`src/rtl/instr_decode_pkg.sv`:
```
// Shared opcode/funct constants, format codes and the decoded-field bundle
// used by the MIPS-32 decode stage.
package instr_decode_pkg;

  localparam logic [5:0] OP_RTYPE = 6'h00;
  localparam logic [5:0] OP_J     = 6'h02;
  localparam logic [5:0] OP_JAL   = 6'h03;
  localparam logic [5:0] OP_BEQ   = 6'h04;
  localparam logic [5:0] OP_BNE   = 6'h05;
  localparam logic [5:0] OP_ADDI  = 6'h08;
  localparam logic [5:0] OP_ADDIU = 6'h09;
  localparam logic [5:0] OP_SLTI  = 6'h0A;
  localparam logic [5:0] OP_SLTIU = 6'h0B;
  localparam logic [5:0] OP_ANDI  = 6'h0C;
  localparam logic [5:0] OP_ORI   = 6'h0D;
  localparam logic [5:0] OP_XORI  = 6'h0E;
  localparam logic [5:0] OP_LUI   = 6'h0F;
  localparam logic [5:0] OP_LW    = 6'h23;
  localparam logic [5:0] OP_SW    = 6'h2B;

  localparam logic [5:0] FN_JR  = 6'h08;
  localparam logic [4:0] RA_REG = 5'd31;

  typedef enum logic [1:0] {
    FMT_R = 2'd0,
    FMT_I = 2'd1,
    FMT_J = 2'd2
  } fmt_t;

  typedef struct packed {
    logic [5:0] opcode;
    logic [4:0] src1;
    logic [4:0] src2;
    logic [4:0] dest;
    logic [4:0] shamt;
    logic [5:0] funct;
    fmt_t       fmt;
    logic       writes_reg;
    logic       illegal;
  } dec_fields_t;

  localparam int DEC_W = $bits(dec_fields_t);

  // Logical immediates are the only ones that may be zero-extended.
  function automatic logic is_logic_imm(input logic [5:0] op);
    return (op == OP_ANDI) || (op == OP_ORI) || (op == OP_XORI);
  endfunction

endpackage

```
`src/rtl/instr_decode_comb.sv`:
```
// Purely combinational MIPS-32 field decoder: instruction word and pc in,
// decoded narrow fields plus extended immediate and jump target out.
module instr_decode_comb
  import instr_decode_pkg::*;
#(
  parameter int XLEN           = 32,
  parameter int ZERO_EXT_LOGIC = 1
) (
  input  logic [31:0]      instr,
  input  logic [XLEN-1:0]  pc,
  output logic [DEC_W-1:0] fields,
  output logic [XLEN-1:0]  imm,
  output logic [XLEN-1:0]  jtarget
);

  dec_fields_t     f_s;
  logic [5:0]      op_s;
  logic [XLEN-1:0] pc4_s;
  logic [XLEN-1:0] jt_calc_s;
  logic [XLEN-1:0] imm_sext_s;
  logic [XLEN-1:0] imm_zext_s;
  logic [XLEN-1:0] imm_lui_s;
  logic [XLEN-1:0] imm_i_s;
  logic [XLEN-1:0] imm_s;
  logic [XLEN-1:0] jt_s;
  logic            unused_pc4_s;

  assign op_s       = instr[31:26];
  assign pc4_s      = pc + XLEN'(3'd4);
  assign jt_calc_s  = {pc4_s[XLEN-1:28], instr[25:0], 2'b00};
  assign unused_pc4_s = ^pc4_s[27:0];

  assign imm_sext_s = XLEN'($signed(instr[15:0]));
  assign imm_zext_s = XLEN'(instr[15:0]);
  assign imm_lui_s  = XLEN'($signed({instr[15:0], 16'h0000}));

  // Immediate extension choice for I-format opcodes.
  always_comb begin
    imm_i_s = imm_sext_s;
    if (op_s == OP_LUI) begin
      imm_i_s = imm_lui_s;
    end else if ((ZERO_EXT_LOGIC != 0) && is_logic_imm(op_s)) begin
      imm_i_s = imm_zext_s;
    end else begin
      imm_i_s = imm_sext_s;
    end
  end

  // Opcode-driven field decode; unsupported opcodes fall to the illegal arm.
  always_comb begin
    f_s        = '0;
    imm_s      = '0;
    jt_s       = '0;
    f_s.opcode = op_s;
    f_s.src1   = instr[25:21];
    f_s.fmt    = FMT_I;
    case (op_s)
      OP_RTYPE: begin
        f_s.fmt        = FMT_R;
        f_s.src2       = instr[20:16];
        f_s.shamt      = instr[10:6];
        f_s.funct      = instr[5:0];
        f_s.writes_reg = (instr[5:0] != FN_JR);
        if (f_s.writes_reg) begin
          f_s.dest = instr[15:11];
        end else begin
          f_s.dest = 5'd0;
        end
      end
      OP_J: begin
        f_s.fmt = FMT_J;
        jt_s    = jt_calc_s;
      end
      OP_JAL: begin
        f_s.fmt        = FMT_J;
        f_s.writes_reg = 1'b1;
        f_s.dest       = RA_REG;
        jt_s           = jt_calc_s;
      end
      OP_BEQ, OP_BNE, OP_SW: begin
        f_s.src2 = instr[20:16];
        imm_s    = imm_i_s;
      end
      OP_ADDI, OP_ADDIU, OP_SLTI, OP_SLTIU,
      OP_ANDI, OP_ORI, OP_XORI, OP_LUI, OP_LW: begin
        f_s.writes_reg = 1'b1;
        f_s.dest       = instr[20:16];
        imm_s          = imm_i_s;
      end
      default: begin
        f_s.illegal = 1'b1;
        imm_s       = imm_i_s;
      end
    endcase
  end

  assign fields  = f_s;
  assign imm     = imm_s;
  assign jtarget = jt_s;

endmodule

```
`src/rtl/instr_decode_stage.sv`:
```
// MIPS-32 decode stage: decodes on entry, then holds up to two decoded
// entries in a head/tail skid buffer so outputs come straight from registers.
module instr_decode_stage
  import instr_decode_pkg::*;
#(
  parameter int XLEN           = 32,
  parameter int CNT_W          = 16,
  parameter int ZERO_EXT_LOGIC = 1
) (
  input  logic             clk,
  input  logic             reset,
  input  logic             in_valid,
  output logic             in_ready,
  input  logic [31:0]      in_instr,
  input  logic [XLEN-1:0]  in_pc,
  output logic             out_valid,
  input  logic             out_ready,
  output logic [XLEN-1:0]  out_pc,
  output logic [5:0]       opcode,
  output logic [4:0]       src1,
  output logic [4:0]       src2,
  output logic [4:0]       dest,
  output logic [4:0]       shamt,
  output logic [5:0]       funct,
  output logic [XLEN-1:0]  imm,
  output logic [XLEN-1:0]  jtarget,
  output logic [1:0]       fmt,
  output logic             writes_reg,
  output logic             illegal,
  output logic [CNT_W-1:0] decode_cnt
);

  // Entry layout: {fields, imm, jtarget, pc}
  localparam int ENT_W = DEC_W + 3 * XLEN;

  logic [DEC_W-1:0] dec_fields_s;
  logic [XLEN-1:0]  dec_imm_s;
  logic [XLEN-1:0]  dec_jt_s;
  logic [ENT_W-1:0] new_ent_s;

  logic [ENT_W-1:0] head_r;
  logic [ENT_W-1:0] tail_r;
  logic [1:0]       count_r;
  logic [CNT_W-1:0] cnt_r;

  logic [ENT_W-1:0] head_nxt_s;
  logic [ENT_W-1:0] tail_nxt_s;
  logic [1:0]       count_nxt_s;
  logic             push_s;
  logic             pop_s;
  dec_fields_t      head_f_s;

  instr_decode_comb #(
    .XLEN          (XLEN),
    .ZERO_EXT_LOGIC(ZERO_EXT_LOGIC)
  ) u_decode (
    .instr  (in_instr),
    .pc     (in_pc),
    .fields (dec_fields_s),
    .imm    (dec_imm_s),
    .jtarget(dec_jt_s)
  );

  assign new_ent_s = {dec_fields_s, dec_imm_s, dec_jt_s, in_pc};

  assign in_ready  = ~reset & (count_r != 2'd2);
  assign out_valid = (count_r != 2'd0);
  assign push_s    = in_valid & in_ready;
  assign pop_s     = out_valid & out_ready;

  // Buffer next state; the head register always holds the oldest entry.
  always_comb begin
    head_nxt_s  = head_r;
    tail_nxt_s  = tail_r;
    count_nxt_s = count_r;
    case (count_r)
      2'd0: begin
        if (push_s) begin
          head_nxt_s  = new_ent_s;
          count_nxt_s = 2'd1;
        end else begin
          count_nxt_s = 2'd0;
        end
      end
      2'd1: begin
        if (push_s && pop_s) begin
          head_nxt_s  = new_ent_s;
          count_nxt_s = 2'd1;
        end else if (push_s) begin
          tail_nxt_s  = new_ent_s;
          count_nxt_s = 2'd2;
        end else if (pop_s) begin
          count_nxt_s = 2'd0;
        end else begin
          count_nxt_s = 2'd1;
        end
      end
      2'd2: begin
        // in_ready is low when full, so only a pop can happen here.
        if (pop_s) begin
          head_nxt_s  = tail_r;
          count_nxt_s = 2'd1;
        end else begin
          count_nxt_s = 2'd2;
        end
      end
      default: begin
        count_nxt_s = 2'd0;
      end
    endcase
  end

  // Buffer and accepted-instruction counter registers.
  always_ff @(posedge clk) begin
    if (reset) begin
      head_r  <= '0;
      tail_r  <= '0;
      count_r <= 2'd0;
      cnt_r   <= '0;
    end else begin
      head_r  <= head_nxt_s;
      tail_r  <= tail_nxt_s;
      count_r <= count_nxt_s;
      if (push_s) begin
        cnt_r <= cnt_r + CNT_W'(1'b1);
      end else begin
        cnt_r <= cnt_r;
      end
    end
  end

  assign head_f_s   = head_r[ENT_W-1 -: DEC_W];
  assign imm        = head_r[3*XLEN-1 -: XLEN];
  assign jtarget    = head_r[2*XLEN-1 -: XLEN];
  assign out_pc     = head_r[XLEN-1:0];
  assign opcode     = head_f_s.opcode;
  assign src1       = head_f_s.src1;
  assign src2       = head_f_s.src2;
  assign dest       = head_f_s.dest;
  assign shamt      = head_f_s.shamt;
  assign funct      = head_f_s.funct;
  assign fmt        = head_f_s.fmt;
  assign writes_reg = head_f_s.writes_reg;
  assign illegal    = head_f_s.illegal;
  assign decode_cnt = cnt_r;

endmodule
```
`config.mk`:
```
export PLATFORM = sky130hd
export DESIGN_NAME = instr_decode_stage
export DESIGN_NICKNAME = d
export VERILOG_FILES = /design/src/rtl/instr_decode_pkg.sv /design/src/rtl/instr_decode_comb.sv /design/src/rtl/instr_decode_stage.sv
export SDC_FILE = /design/constraint.sdc
export NUM_CORES = 1
export LEC_CHECK = 0
export ABC_AREA = 1
export ABC_CLOCK_PERIOD_IN_PS = 2500
export CORE_MARGIN = 2
export CORE_UTILIZATION = 40
export DETAILED_ROUTE_END_ITERATION = 8
export DONT_BUFFER_PORTS = 1
export GPL_TIMING_DRIVEN = 0
export PLACE_DENSITY = 0.52
export SKIP_CTS_REPAIR_TIMING = 1
export SYNTH_ARGS = -nofsm -noshare
export SYNTH_HDL_FRONTEND = slang
export SYNTH_SLANG_ARGS = --single-unit
```
`constraint.sdc`:
```
create_clock -name clk -period 2.5 [get_ports clk]
set_input_delay 0.5 -clock clk [delete_from_list [all_inputs] [get_ports clk]]
set_output_delay 0.5 -clock clk [all_outputs]
set_load 0.03 [all_outputs]
```
* Word level (Yosys, flattened, before mapping) *
Cells that the tools add are included.

word-level totals
  memory bits (read-only) = 0
  register bits after elaboration = 282
  word-level logic and storage cells = 68
  memories kept = 0
  bits of input ports = 68
  RAM bits = 0
  bits in latches = 0

operators by class
  magnitude comparators = 0
  $add $sub $neg = 2
  divide/modulo/power cells = 0
  eq/ne operators = 21
  bitwise operators = 5
  shifts and indexed selects = 0
  multiply operators = 0
  reductions and logical operators = 15
  muxes and demuxes = 21

operator list
  operator                                        count
  2-to-1 mux 132 bit                              3
  case mux 132 bit (3 select lines)               1
  2-to-1 mux 32 bit                               4
  == test 6 x 4 -> 1 bit (second input constant)  8
  adder 32 x 3 -> 32 bit (second input constant)  1
  adder 16 x 1 -> 16 bit (second input constant)  1
  case mux 5 bit (3 select lines)                 1
  OR reduction 15 bit                             1
  == test 6 x 2 -> 1 bit (second input constant)  2
  == test 6 x 3 -> 1 bit (second input constant)  2
  == test 6 bit (second input constant)           2
  2-to-1 mux 11 bit                               1
  2-to-1 mux 5 bit                                2
  OR reduction 10 bit                             1
  OR reduction 9 bit                              1
  != test 2 bit (second input constant)           4
  logical NOT 6 bit                               1
  2-to-1 mux 2 bit                                3
  != test 6 x 4 -> 1 bit (second input constant)  1
  case mux 2 bit (3 select lines)                 1
  case mux 2 bit (2 select lines)                 1
  AND reduction 4 bit                             1
  OR reduction 4 bit                              1
  bitwise AND 1 bit                               3
  13 further kinds                                17

* Longest topological paths before layout *
Gate-level depths: netlist of run 1.

  depth in word-level cells = 8
  depth in mapped cells = 13

* Modules after synthesis *
A second synthesis of run 1 with hierarchy kept.

second synthesis, totals
  cell total of the unflattened synthesis = 2019
  area, all modules = 13198.9 µm²

by module, submodules not included
  module              instances  cells each  area an instance (µm²)
  instr_decode_stage  1          1703        11711.2
  instr_decode_comb   1          316         1487.7

* Least setup slack after synthesis of run 1 *
OpenSTA, ideal clock, no wires.

  path kind = input -> register
  start = input reset
  end = register head_r[116]
  setup slack = 0.253 ns
  data arrival time = 2.131 ns
  stages on the path = 13
  required time = 2.384 ns
  path through = buf_2 > inv_2 > nand3_4 > clkinv_1 > ha_1 > a21oi_1 > nor2_1 > nand2_1 > inv_2 > buf_4 > buf_4 > o211ai_1 > inv_1

on the way
  word-level cells in the longest chain between the ends = 6

RTL lines
  element                               RTL line                   text
  start: declaration                    instr_decode_stage.sv:11   input logic reset,
  NOT 1 bit                             instr_decode_stage.sv:66   assign in_ready = ~reset & (count_r != 2'd2);
  bitwise AND 1 bit                     instr_decode_stage.sv:66
  bitwise AND 1 bit                     instr_decode_stage.sv:68   assign push_s = in_valid & in_ready;
  logical AND 1 bit                     instr_decode_stage.sv:86   if (push_s && pop_s) begin
  != test 2 bit (no source line)        --
  AND reduction 4 bit (no source line)  --
  end signal: assignment                instr_decode_stage.sv:121  head_r <= head_nxt_s;
  end: declaration                      instr_decode_stage.sv:41   logic [ENT_W-1:0] head_r;

Parallel ways exist; a longest one is shown, timed or not.
A chain may end at the register's enable or synchronous reset.

* Worst setup path after layout of run 1 *
  start = register count_r[0]
  end = register tail_r[129]

on the way
  word-level cells in the longest chain between the ends = 6

RTL lines
  element                                 RTL line                   text
  start: declaration                      instr_decode_stage.sv:43   logic [1:0] count_r;
  start signal: assignment                instr_decode_stage.sv:123  count_r <= count_nxt_s;
  != test 2 bit                           instr_decode_stage.sv:66
  bitwise AND 1 bit                       instr_decode_stage.sv:66
  bitwise AND 1 bit                       instr_decode_stage.sv:68
  logical AND 1 bit                       instr_decode_stage.sv:86
  NOT 1 bit (no source line)              --
  AND reduction 3 bit (no source line) *  --
  end signal: assignment                  instr_decode_stage.sv:122  tail_r <= tail_nxt_s;
  end: declaration                        instr_decode_stage.sv:42   logic [ENT_W-1:0] tail_r;

Mark *: on every way between the ends. The rest lies on a longest branch, timed or not.

==> reports/metrics.yaml, run 1 <==
status:
  status: "completed"
setup_path:
  crit_chain: "inv_2, nand2_4, nand3_4, clkinvlp_4, ha_1, nand3_4, inv_2, buf_2, buf_2, a21oi_1"
  cp-startpoint: "count_r[0]"
  timing.rr.start: "count_r[0]"
  r2r_end: "tail_r[129]"
  path_delay_family: "buffers and inverters"
  crit_path_max_fanout: 10
  startpoint_type: "flop"
  crit_arrival_ns: 2.71
  cp-endpoint: "tail_r[129]"
  required_ns: 2.88
  slowest_delay_ns: 0.43
  path_class: "flop to flop"
  reg2reg_slack_ns: 0.17
  cp-end-kind: "flop"
  crit_cells: 10
  slowest_stage: "dfxtp_1"
  rr_worst_depth: 10
  path_buf_inv: 5
pwr:
  peakVddDrop_uv: 376.2
  p_per_area_mw_per_mm2: 846.6
  cellLeakagePower_nw: 5.232
  total_power_mw: 11.37
logic_synthesis:
  synth_largest_area_cell: "dfxtp_1"
  synth_ff_type: "dfxtp_1"
  synth_enable_flop_cells: 0
  syn_inst: 1641
  yosysSeqAreaShare_pct: 47.17
  syn_avg_cell_area_sq_um: 7.189
  async_flop_share_pct: 0
  synth_common_cells: "nand2_1, dfxtp_1, a21oi_1"
  synth.cell_area_sq_mm: 0.01180
  synth_top_area_share_pct: 47.17
  yosysMostFrequentCell: "nand2_1"
  synth_cell_types: 31
  yosys_warnings: 0
  synth-seq-cells: 278
  yosys-top-cells-area: "dfxtp_1, nand2_1, a21oi_1"
timing:
  max_slew_margin_pct: 40.62
  worst_slew_pin_slew_ns: 0.8907
  fmax_mhz: 428.8
  slew_violations: 0
  holdWs_ns: 0.1283
  setup_viol: 0
  period_minus_slack_ns: 2.332
  finalWorstSetupSlack_ns: 0.1679
  finalHoldViolations: 0
  rsz0062_at_grt: "false"
  fin_skew_ns: 0.01328
  min_period_over_period_pct: 93.28
placed_design:
  gp_routability_congestion: 0.8724
  place_hpwl_um: 30900
  dp_cells: 2026
  post-place-ws_ns: -0.9866
  placed_area_sq_mm: 0.01228
  port_buffers: 0
final_layout:
  final_cells: 2083
  nNetsFinal: 1749
  fin_area_sq_mm: 0.01343
  drive_above_1_share_pct: 6.828
  antenna_cells: 0
  area_growth_pct: 13.80
cts:
  clockRootBuffer: "clkbuf_16"
  clock_latency_ns: 0.51
  cts_buffers: 34
  path_clk_slew_ns: 0.06
  cts.sink_count: 278
  clk_path_buf_depth: 3
  htree_levels: 2
  tritoncts: "done"
die:
  ios: 218
  start_util_pct: 40.88
  fp.dieArea_sq_mm: 0.03088
  rows: 62
  die_height_um: 175.7
  core_sq_mm: 0.02886
  die_x_um: 175.7
flow_run:
  maxCapViolCount: 0
global_routing:
  grt_antenna_before_repair: 1
  grt_usage_pct: 26.81
  grt_pass1_wl_um: 64440
  grt_max_degree: 12
  grt_remaining_overflow: 0
  grt_pass1_vias: 11071
detailed_routing:
  wirelength_um: 42160
  drt_iter0_drc: 905
  num_vias: 11533
  vias_per_cell: 5.537
  ant_nets: 0
  dr.pass1.iters: 5
  drc_errors: 0
  routedWlPerCell_um: 20.24
worst_hold_path:
  hold_depth: 2
  min_path_type: "input port to flop"
## state kept, by name (all words and copies together) (netlist names)
| register | count |
|---|---|
| decode_cnt | 16 |
| count_r | 2 |
| tail_r | 130 |
| head_r | 130 |
## cell usage in the layout (no fill, tap or decap), drive strengths merged, types with 3 or more instances in the layout
cell type,Yosys,final
nand4,11,11
clkinv,1,3
inv,66,66
buf,48,46
o21ai,236,236
o21bai,5,5
a21oi,237,237
nor3,20,20
xnor2,3,3
o211ai,6,6
a31oi,65,65
ha,3,3
dfxtp,278,278
nand2,378,378
nand3,59,59
clkbuf,80,135
nor2,138,138
xor2,3,3
## routing by layer
metal / part of all wire, % / track usage (%)
met3: 9.1 / 7.165
met1: 45 / 36.10
met4: 2.3 / 7.645
met2: 44 / 42.27
met5: 0 / 0
## power by group
part	internal, mW	switching, mW	total [mW]
registers	4.74	0.724	5.47
logic	0.345	0.709	1.05
clock network	2.94	1.91	4.84
total	8.03	3.34	11.4
## cell type report
type | instances | area [sq um]
buffer | 127 | 599.3
clock buffer | 53 | 1036
clock inverter | 4 | 45.04
fill | 3077 | 15430
inverter | 67 | 255.2
multi-input combinational | 1169 | 5436
sequential | 278 | 5565
tap | 384 | 480.5
timing repair buffer | 1 | 7.507
## logic make-up after synthesis
kind of cell / count (synthesis) / synth area share (%)
AND/OR/NAND/NOR: 608 / 20.76
AO/OA/AOI/OAI: 550 / 24.31
flip-flops: 278 / 47.17
buffers and inverters: 195 / 6.968
XOR/XNOR: 6 / 0.4455
adder cells (fa/ha/maj): 3 / 0.3182
other: 1 / 0.03179
## how the worst min path moves through the flow
stage / startpoint / endpoint / slack [ns]
final: in_instr[9] / tail_r[43] / 0.13
after global routing: in_pc[13] / tail_r[13] / 0.12
after detailed placement: tail_r[121] / tail_r[121] / 0.44
after floorplan: tail_r[121] / tail_r[121] / 0.43
after CTS: in_pc[11] / tail_r[11] / 0.12
after global placement: tail_r[123] / tail_r[123] / 0.43
## worst reg2reg max path, stage by stage, from the launching register on
cell	delay, ns
dfxtp_1	0.43
inv_2	0.08
nand2_4	0.16
nand3_4	0.13
clkinvlp_4	0.11
ha_1	0.19
nand3_4	0.22
inv_2	0.17
buf_2	0.26
buf_2	0.34
a21oi_1	0.13
## per-stage QoR
| stage | utilization [%] | setup TNS, ns |
|---|---|---|
| 6_report | 46.52 | 0 |
| 5_1_grt | 46.52 | 0 |
| 4_1_cts | 46.31 | -68.65 |
| 3_5_place_dp | 42.56 | -171.53 |
| 3_3_place_gp | 42.56 | -166.86 |
| 2_1_floorplan | - | 0 |
Power figures use the tool's default switching activity.
==> inputs of run 2 (changes only) <==
Settings changed: SYNTH_HIERARCHICAL set to 1.
==> run 2 against run 1 <==
Against the previous run: first-iteration DRC count is 13% lower; cell area is 11% higher; setup slack worse by 0.0030 ns; fmax is 0.13% lower; sequential cell count is 4 higher; cell count is 21% higher; clock skew is 0.0017 ns higher; core utilization is 0.74 points lower; combinational power is 12% lower; register-to-register slack hardly changed.
==> reports/metrics.yaml, run 2 <==
status:
  status: "completed"
logic_synthesis:
  synthSimpleGateAreaFrac_pct: 34.64  # +14 points
  synth_common_cells: "nor2_1, nand2_1, dfxtp_1"
  synth_largest_area_cell: "dfxtp_1"
  synth_cell_types: 32  # +3.2%
  synth.cell_area_sq_mm: 0.01320  # +12%
  synth.area.mux_share_pct: 0  # unchanged
  synth_compound_area_share_pct: 13.50  # -11 points
  yosys_warnings: 6  # +6
  syn_avg_cell_area_sq_um: 6.537  # -9.1%
  synth_enable_flop_cells: 0  # unchanged
  yosysSeqAreaShare_pct: 42.77  # -4.4 points
  synth_ff_type: "dfxtp_1"
  yosysMostFrequentCell: "nor2_1"
  synth_top_area_share_pct: 42.77  # -4.4 points
  synth-seq-cells: 282  # +1.4%
  yosys-top-cells-area: "dfxtp_1, nor2_1, o21ai_0"
  synth_xor_area_share_pct: 0.06636  # -0.38 points
  synthAdderAreaFrac_pct: 0.09480  # -0.22 points
  syn_inst: 2019  # +23%
  synth_top_family_by_area: "simple AND/OR/NAND/NOR gates"
  async_flop_share_pct: 0  # unchanged
global_routing:
  grt_antenna_before_repair: 0  # -1
  grt_pass1_wl_um: 66200  # +2.7%
  grt_max_degree: 13  # +1
  use_met3_pct: 7.122  # -0.043 points
  met2_usage_pct: 40.64  # -1.6 points
  grt_usage_pct: 24.76  # -2.1 points
  grt_pass1_vias: 12040  # +8.8%
  grt-busiest-layer: "met2"
  use_met1_pct: 31.81  # -4.3 points
  grt_remaining_overflow: 0  # unchanged
pwr:
  peakVddDrop_uv: 521.4  # +39%
  cellLeakagePower_nw: 6.290  # +20%
  p_per_area_mw_per_mm2: 746.4  # -12%
timing:
  finalSetupTns_ns: 0  # unchanged
  max_slew_margin_pct: 18.73  # -22 points
  period_minus_slack_ns: 2.335  # +0.003042 ns
  rsz0062_at_grt: "false"
  worst_slew_pin_slew_ns: 1.219  # +0.3283 ns
  fmax_mhz: 428.2  # -0.13%
  fin_skew_ns: 0.01496  # +0.001678 ns
  finalHoldViolations: 0  # unchanged
  min_period_over_period_pct: 93.41  # +0.12 points
  slew_violations: 0  # unchanged
  setup_viol: 0  # unchanged
final_layout:
  drive_above_1_share_pct: 6.872  # +0.044 points
  mostFrequentLayoutCells: "nor2_1, nand2_1, dfxtp_1, o21ai_0, nand3_1"
  postLayoutCoreUtil_pct: 45.78  # -0.74 points
  nNetsFinal: 2125  # +21%
  antenna_cells: 0  # unchanged
  final_common_cell: "nor2_1"
  final_cells: 2523  # +21%
  area_growth_pct: 12.85
die:
  die_height_um: 185.7  # +5.6%
  rows: 66  # +6.5%
  start_util_pct: 40.57  # -0.32 points
  ios: 218  # unchanged
  die_x_um: 185.7  # +5.6%
  fp.dieArea_sq_mm: 0.03447  # +12%
  core_sq_mm: 0.03254  # +13%
cts:
  tritoncts: "done"
  cts.sink_count: 282  # +1.4%
  htree_levels: 2  # unchanged
  path_clk_slew_ns: 0.06  # about the same
  clock_latency_ns: 0.52  # about the same
  cts_buffers: 34  # unchanged
  clockRootBuffer: "clkbuf_16"
  clk_path_buf_depth: 3  # unchanged
setup_path:
  required_ns: 2.95  # +0.07 ns
  slowest_delay_ns: 0.88  # +0.45 ns
  r2r_end: "head_r[78]"
  slowest_stage: "clkbuf_1"
  path_delay_family: "buffers and inverters"
  crit_arrival_ns: 2.79  # +0.08 ns
  startpoint_type: "flop"
  crit_path_max_fanout: 10  # unchanged
  cp-end-kind: "flop"
  cp-startpoint: "count_r[1]"
  path_class: "flop to flop"
  path_buf_inv: 3  # -2
  crit_chain: "buf_2, clkbuf_1, buf_1, nand3_1, nand2_1, o21ai_0, nor2_1"
  crit_cells: 7  # -3
  cp-endpoint: "head_r[78]"
  reg2reg_slack_ns: 0.16  # about the same
  timing.rr.start: "count_r[1]"
  rr_worst_depth: 7  # -3
detailed_routing:
  num_vias: 12615  # +9.4%
  drt_iter0_drc: 791  # -13%
  routedWlPerCell_um: 16.95  # -16%
  dr.pass1.iters: 4  # -1
  vias_per_cell: 5.000  # -9.7%
  wirelength_um: 42760  # +1.4%
  ant_nets: 0  # unchanged
  drc_errors: 0  # unchanged
worst_hold_path:
  min_path_type: "input port to flop"
placed_design:
  place_hpwl_um: 30850  # -0.17%
  gp_routability_congestion: 0.8649  # -0.86%
  port_buffers: 0  # unchanged
  dp_cells: 2462  # +22%
flow_run:
  maxCapViolCount: 0  # unchanged
## run 2: logic make-up after synthesis
group,after synthesis
AO/OA/AOI/OAI,351
XOR/XNOR,1
adder cells (fa/ha/maj),1
buffers and inverters,262
flip-flops,282
other,1
AND/OR/NAND/NOR,1121
## run 2: how the worst min path moves through the flow
| stage | startpoint | endpoint | cells after the start |
|---|---|---|---|
| final | reset | count_r[0] | 1 |
| after global routing | reset | count_r[0] | 1 |
| after CTS | reset | count_r[0] | 1 |
| after detailed placement | tail_r[110] | tail_r[110] | 2 |
| after global placement | tail_r[102] | tail_r[102] | 2 |
| after floorplan | tail_r[100] | tail_r[100] | 2 |
## run 2: where the power goes
part | internal, mW | switching, mW | total, mW
Sequential | 4.70 | 0.462 | 5.16
Clock | 3.08 | 1.96 | 5.03
Combinational | 0.305 | 0.621 | 0.926
Total | 8.08 | 3.04 | 11.1
## run 2: layout make-up
| type | instances | area [sq um] |
|---|---|---|
| tap | 442 | 553.0 |
| sequential | 282 | 5645 |
| fill | 3549 | 17640 |
| clock inverter | 10 | 100.1 |
| multi-input combinational | 1476 | 6382 |
| buffer | 149 | 744.5 |
| inverter | 113 | 431.7 |
| clock buffer | 51 | 1039 |
## run 2: metrics by stage
| stage | total power [mW] | hold WS [ns] | instance area [sq um] | worst slack (ns) |
|---|---|---|---|---|
| 2_1_floorplan | 5.905 | 0.4245 | 13200 | 0.6126 |
| 3_3_place_gp | 6.176 | 0.4333 | 13760 | 0.04935 |
| 3_5_place_dp | 6.191 | 0.4376 | 13760 | 0.05703 |
| 4_1_cts | 11.25 | 0.03478 | 14890 | 0.05661 |
| 5_1_grt | 11.60 | 0.03374 | 14900 | 0.06075 |
| 6_report | 11.12 | 0.05777 | 14900 | 0.1649 |
## run 2: metal layers
metal | wire, um | share of wire (%)
met1 | 19100 | 45
met2 | 19160 | 45
met3 | 3500 | 8.2
met4 | 994 | 2.3
met5 | 0 | 0
## run 2: worst register-to-register path, stage by stage (launching register included)
cell,delay [ns]
dfxtp_1,0.30
buf_2,0.15
clkbuf_1,0.88
buf_1,0.49
nand3_1,0.13
nand2_1,0.13
o21ai_0,0.11
nor2_1,0.10
==> inputs of run 3 (changes only) <==
Settings changed: CORE_ASPECT_RATIO set to 1.25.
==> run 3 against run 2 <==
Against the previous run: sequential cell count unchanged; sequential share of layout area is 0.45 points higher; die area about the same; global-route usage down 0.48 points; clock skew is essentially flat; cell area is 1.2% lower; worst hold slack improved by 0.046 ns; first-iteration DRC count grew 14%; clock power is 12% lower; fmax is 0.28% higher; register-to-register slack better by 0.11 ns; cell count fell by 1.2%; largest cell class unchanged.
==> reports/metrics.yaml, run 3 (synthesis gave the netlist of run 2 again) <==
timing:
  period_minus_slack_ns: 2.329  # -0.006597 ns
  min_period_over_period_pct: 93.14  # -0.26 points
  fmax_mhz: 429.5  # +0.28%
  finalSetupTns_ns: 0  # unchanged
  worst_slew_pin_slew_ns: 1.159  # -0.06023 ns
  fin_skew_ns: 0.01504  # +0.00008050 ns
  rsz0062_at_grt: "false"
  slew_violations: 0  # unchanged
  finalHoldViolations: 0  # unchanged
  setup_viol: 0  # unchanged
  max_slew_margin_pct: 22.75  # +4.0 points
die:
  die_x_um: 166.5  # -10%
  rows: 74  # +12%
  core_sq_mm: 0.03259  # +0.17%
  die_height_um: 207.1  # +12%
  fp.dieArea_sq_mm: 0.03448  # about the same
  ios: 218  # unchanged
  start_util_pct: 40.50  # -0.069 points
global_routing:
  grt_max_degree: 15  # +2
  grt_antenna_before_repair: 0  # unchanged
  grt_pass1_vias: 12021  # -0.16%
  grt_remaining_overflow: 0  # unchanged
  grt_usage_pct: 24.28  # -0.48 points
  grt_pass1_wl_um: 66740  # +0.82%
pwr:
  cellLeakagePower_nw: 6.217  # -1.2%
  combPwrFrac_pct: 8.8  # +0.5 points
  power_frac_seq_pct: 48.9  # +2.5 points
  p_sw_mw: 2.940  # -3.2%
  clkPwrFrac_pct: 42.3  # -3.0 points
  swShare_pct: 27.89  # +0.56 points
  peakVddDrop_uv: 487.0  # -6.6%
  p_int_mw: 7.603  # -5.9%
  p_per_area_mw_per_mm2: 716.2  # -4.0%
detailed_routing:
  dr.pass1.iters: 7  # +3
  num_vias: 12552  # -0.50%
  routedWlPerCell_um: 17.38  # +2.5%
  vias_per_cell: 5.037  # +0.74%
  drc_errors: 0  # unchanged
  wirelength_um: 43310  # +1.3%
  drt_iter0_drc: 901  # +14%
  ant_nets: 0  # unchanged
setup_path:
  required_ns: 2.00  # -0.95 ns
  crit_arrival_ns: 1.83  # -0.96 ns
  crit_chain: "inv_2, nand2_2, clkbuf_1, nand2_1, inv_1"
  crit_path_max_fanout: 10  # unchanged
  path_delay_family: "buffers and inverters"
  r2r_end: "head_r[77]"
  crit_cells: 5  # -2
  rr_worst_depth: 7  # unchanged
  cp-startpoint: "count_r[0]"
  path_buf_inv: 3  # unchanged
  slowest_delay_ns: 0.39  # -0.49 ns
  slowest_stage: "dfxtp_1"
  cp-end-kind: "output pin"
  cp-endpoint: "in_ready"
  startpoint_type: "flop"
  timing.rr.start: "count_r[1]"
  path_class: "flop to output pin"
  reg2reg_slack_ns: 0.27  # +0.11 ns
worst_hold_path:
  min_from: "in_pc[28]"
  min_path_type: "input port to flop"
cts:
  htree_levels: 1  # -1
  cts_buffers: 30  # -12%
  path_clk_slew_ns: 0.06  # about the same
  cts.sink_count: 282  # unchanged
  clock_latency_ns: 0.57  # +0.05 ns
  clockRootBuffer: "clkbuf_16"
  clk_path_buf_depth: 3  # unchanged
  tritoncts: "done"
placed_design:
  dp_cells: 2438  # -0.97%
  port_buffers: 0  # unchanged
  gp_routability_congestion: 0.8432  # -2.5%
  place_hpwl_um: 31190  # +1.1%
final_layout:
  final_common_cell: "nor2_1"
  drive_above_1_share_pct: 6.606  # -0.27 points
  final_cells: 2492  # -1.2%
  area_growth_pct: 11.53
  nNetsFinal: 2122  # -0.14%
  mostFrequentLayoutCells: "nor2_1, nand2_1, dfxtp_1, o21ai_0, nand3_1"
  antenna_cells: 0  # unchanged
status:
  status: "completed"
flow_run:
  maxCapViolCount: 0  # unchanged
## run 3: per-stage QoR
| step | total power [mW] | utilization (%) | cell area, sq um | worst slack (ns) | hold WS, ns |
|---|---|---|---|---|---|
| final | 10.54 | 45.17 | 14720 | 0.1715 | 0.1040 |
| after global routing | 11.02 | 45.17 | 14720 | 0.004853 | 0.08576 |
| after CTS | 10.68 | 45.13 | 14710 | 0.04813 | -0.03171 |
| after detailed placement | 6.197 | 42.11 | 13730 | 0.05045 | 0.4390 |
| after global placement | 6.181 | 42.11 | 13730 | 0.04877 | 0.4328 |
| after floorplan | 5.905 | - | 13200 | 0.6126 | 0.4245 |
## run 3: worst register-to-register path: stages, from the launching register on
cell      delay, ns
dfxtp_1        0.30
buf_2          0.15
clkbuf_1       0.77
buf_1          0.46
nand3_1        0.14
nand2_1        0.14
o21ai_0        0.13
nor2_1         0.10
## run 3: power groups by stage
stage | registers, mW | clock network (mW) | logic, mW
2_1_floorplan | 5.22 | 0 | 0.689
3_3_place_gp | 5.26 | 0 | 0.919
3_5_place_dp | 5.27 | 0 | 0.931
4_1_cts | 5.16 | 4.58 | 0.934
5_1_grt | 5.18 | 4.77 | 1.07
6_report | 5.16 | 4.45 | 0.930
## run 3: layout make-up
type	instances	area, sq um
Sequential cell	282	5645
Buffer	149	744.5
Tap cell	418	523.0
Timing Repair Buffer	1	10.01
Clock buffer	49	963.4
Clock inverter	4	20.02
Multi-Input combinational cell	1476	6382
Fill cell	3576	17870
Inverter	113	431.7
## run 3: worst min-delay path by stage
stage                    endpoint  cells past startpoint
floorplan             tail_r[100]                      2
global placement      tail_r[102]                      2
detailed placement    tail_r[110]                      2
CTS                 decode_cnt[2]                      1
global route            tail_r[0]                      2
finish                 tail_r[28]                      2
## run 3: metal layers
layer | global-route usage (%) | share of wire (%) | vias to the layer above
li1 | - | - | 6427
met1 | 29.08 | 42 | 5726
met2 | 42.19 | 47 | 342
met3 | 7.375 | 8.6 | 57
met4 | 6.421 | 2.4 | 0
met5 | 0 | 0 | -
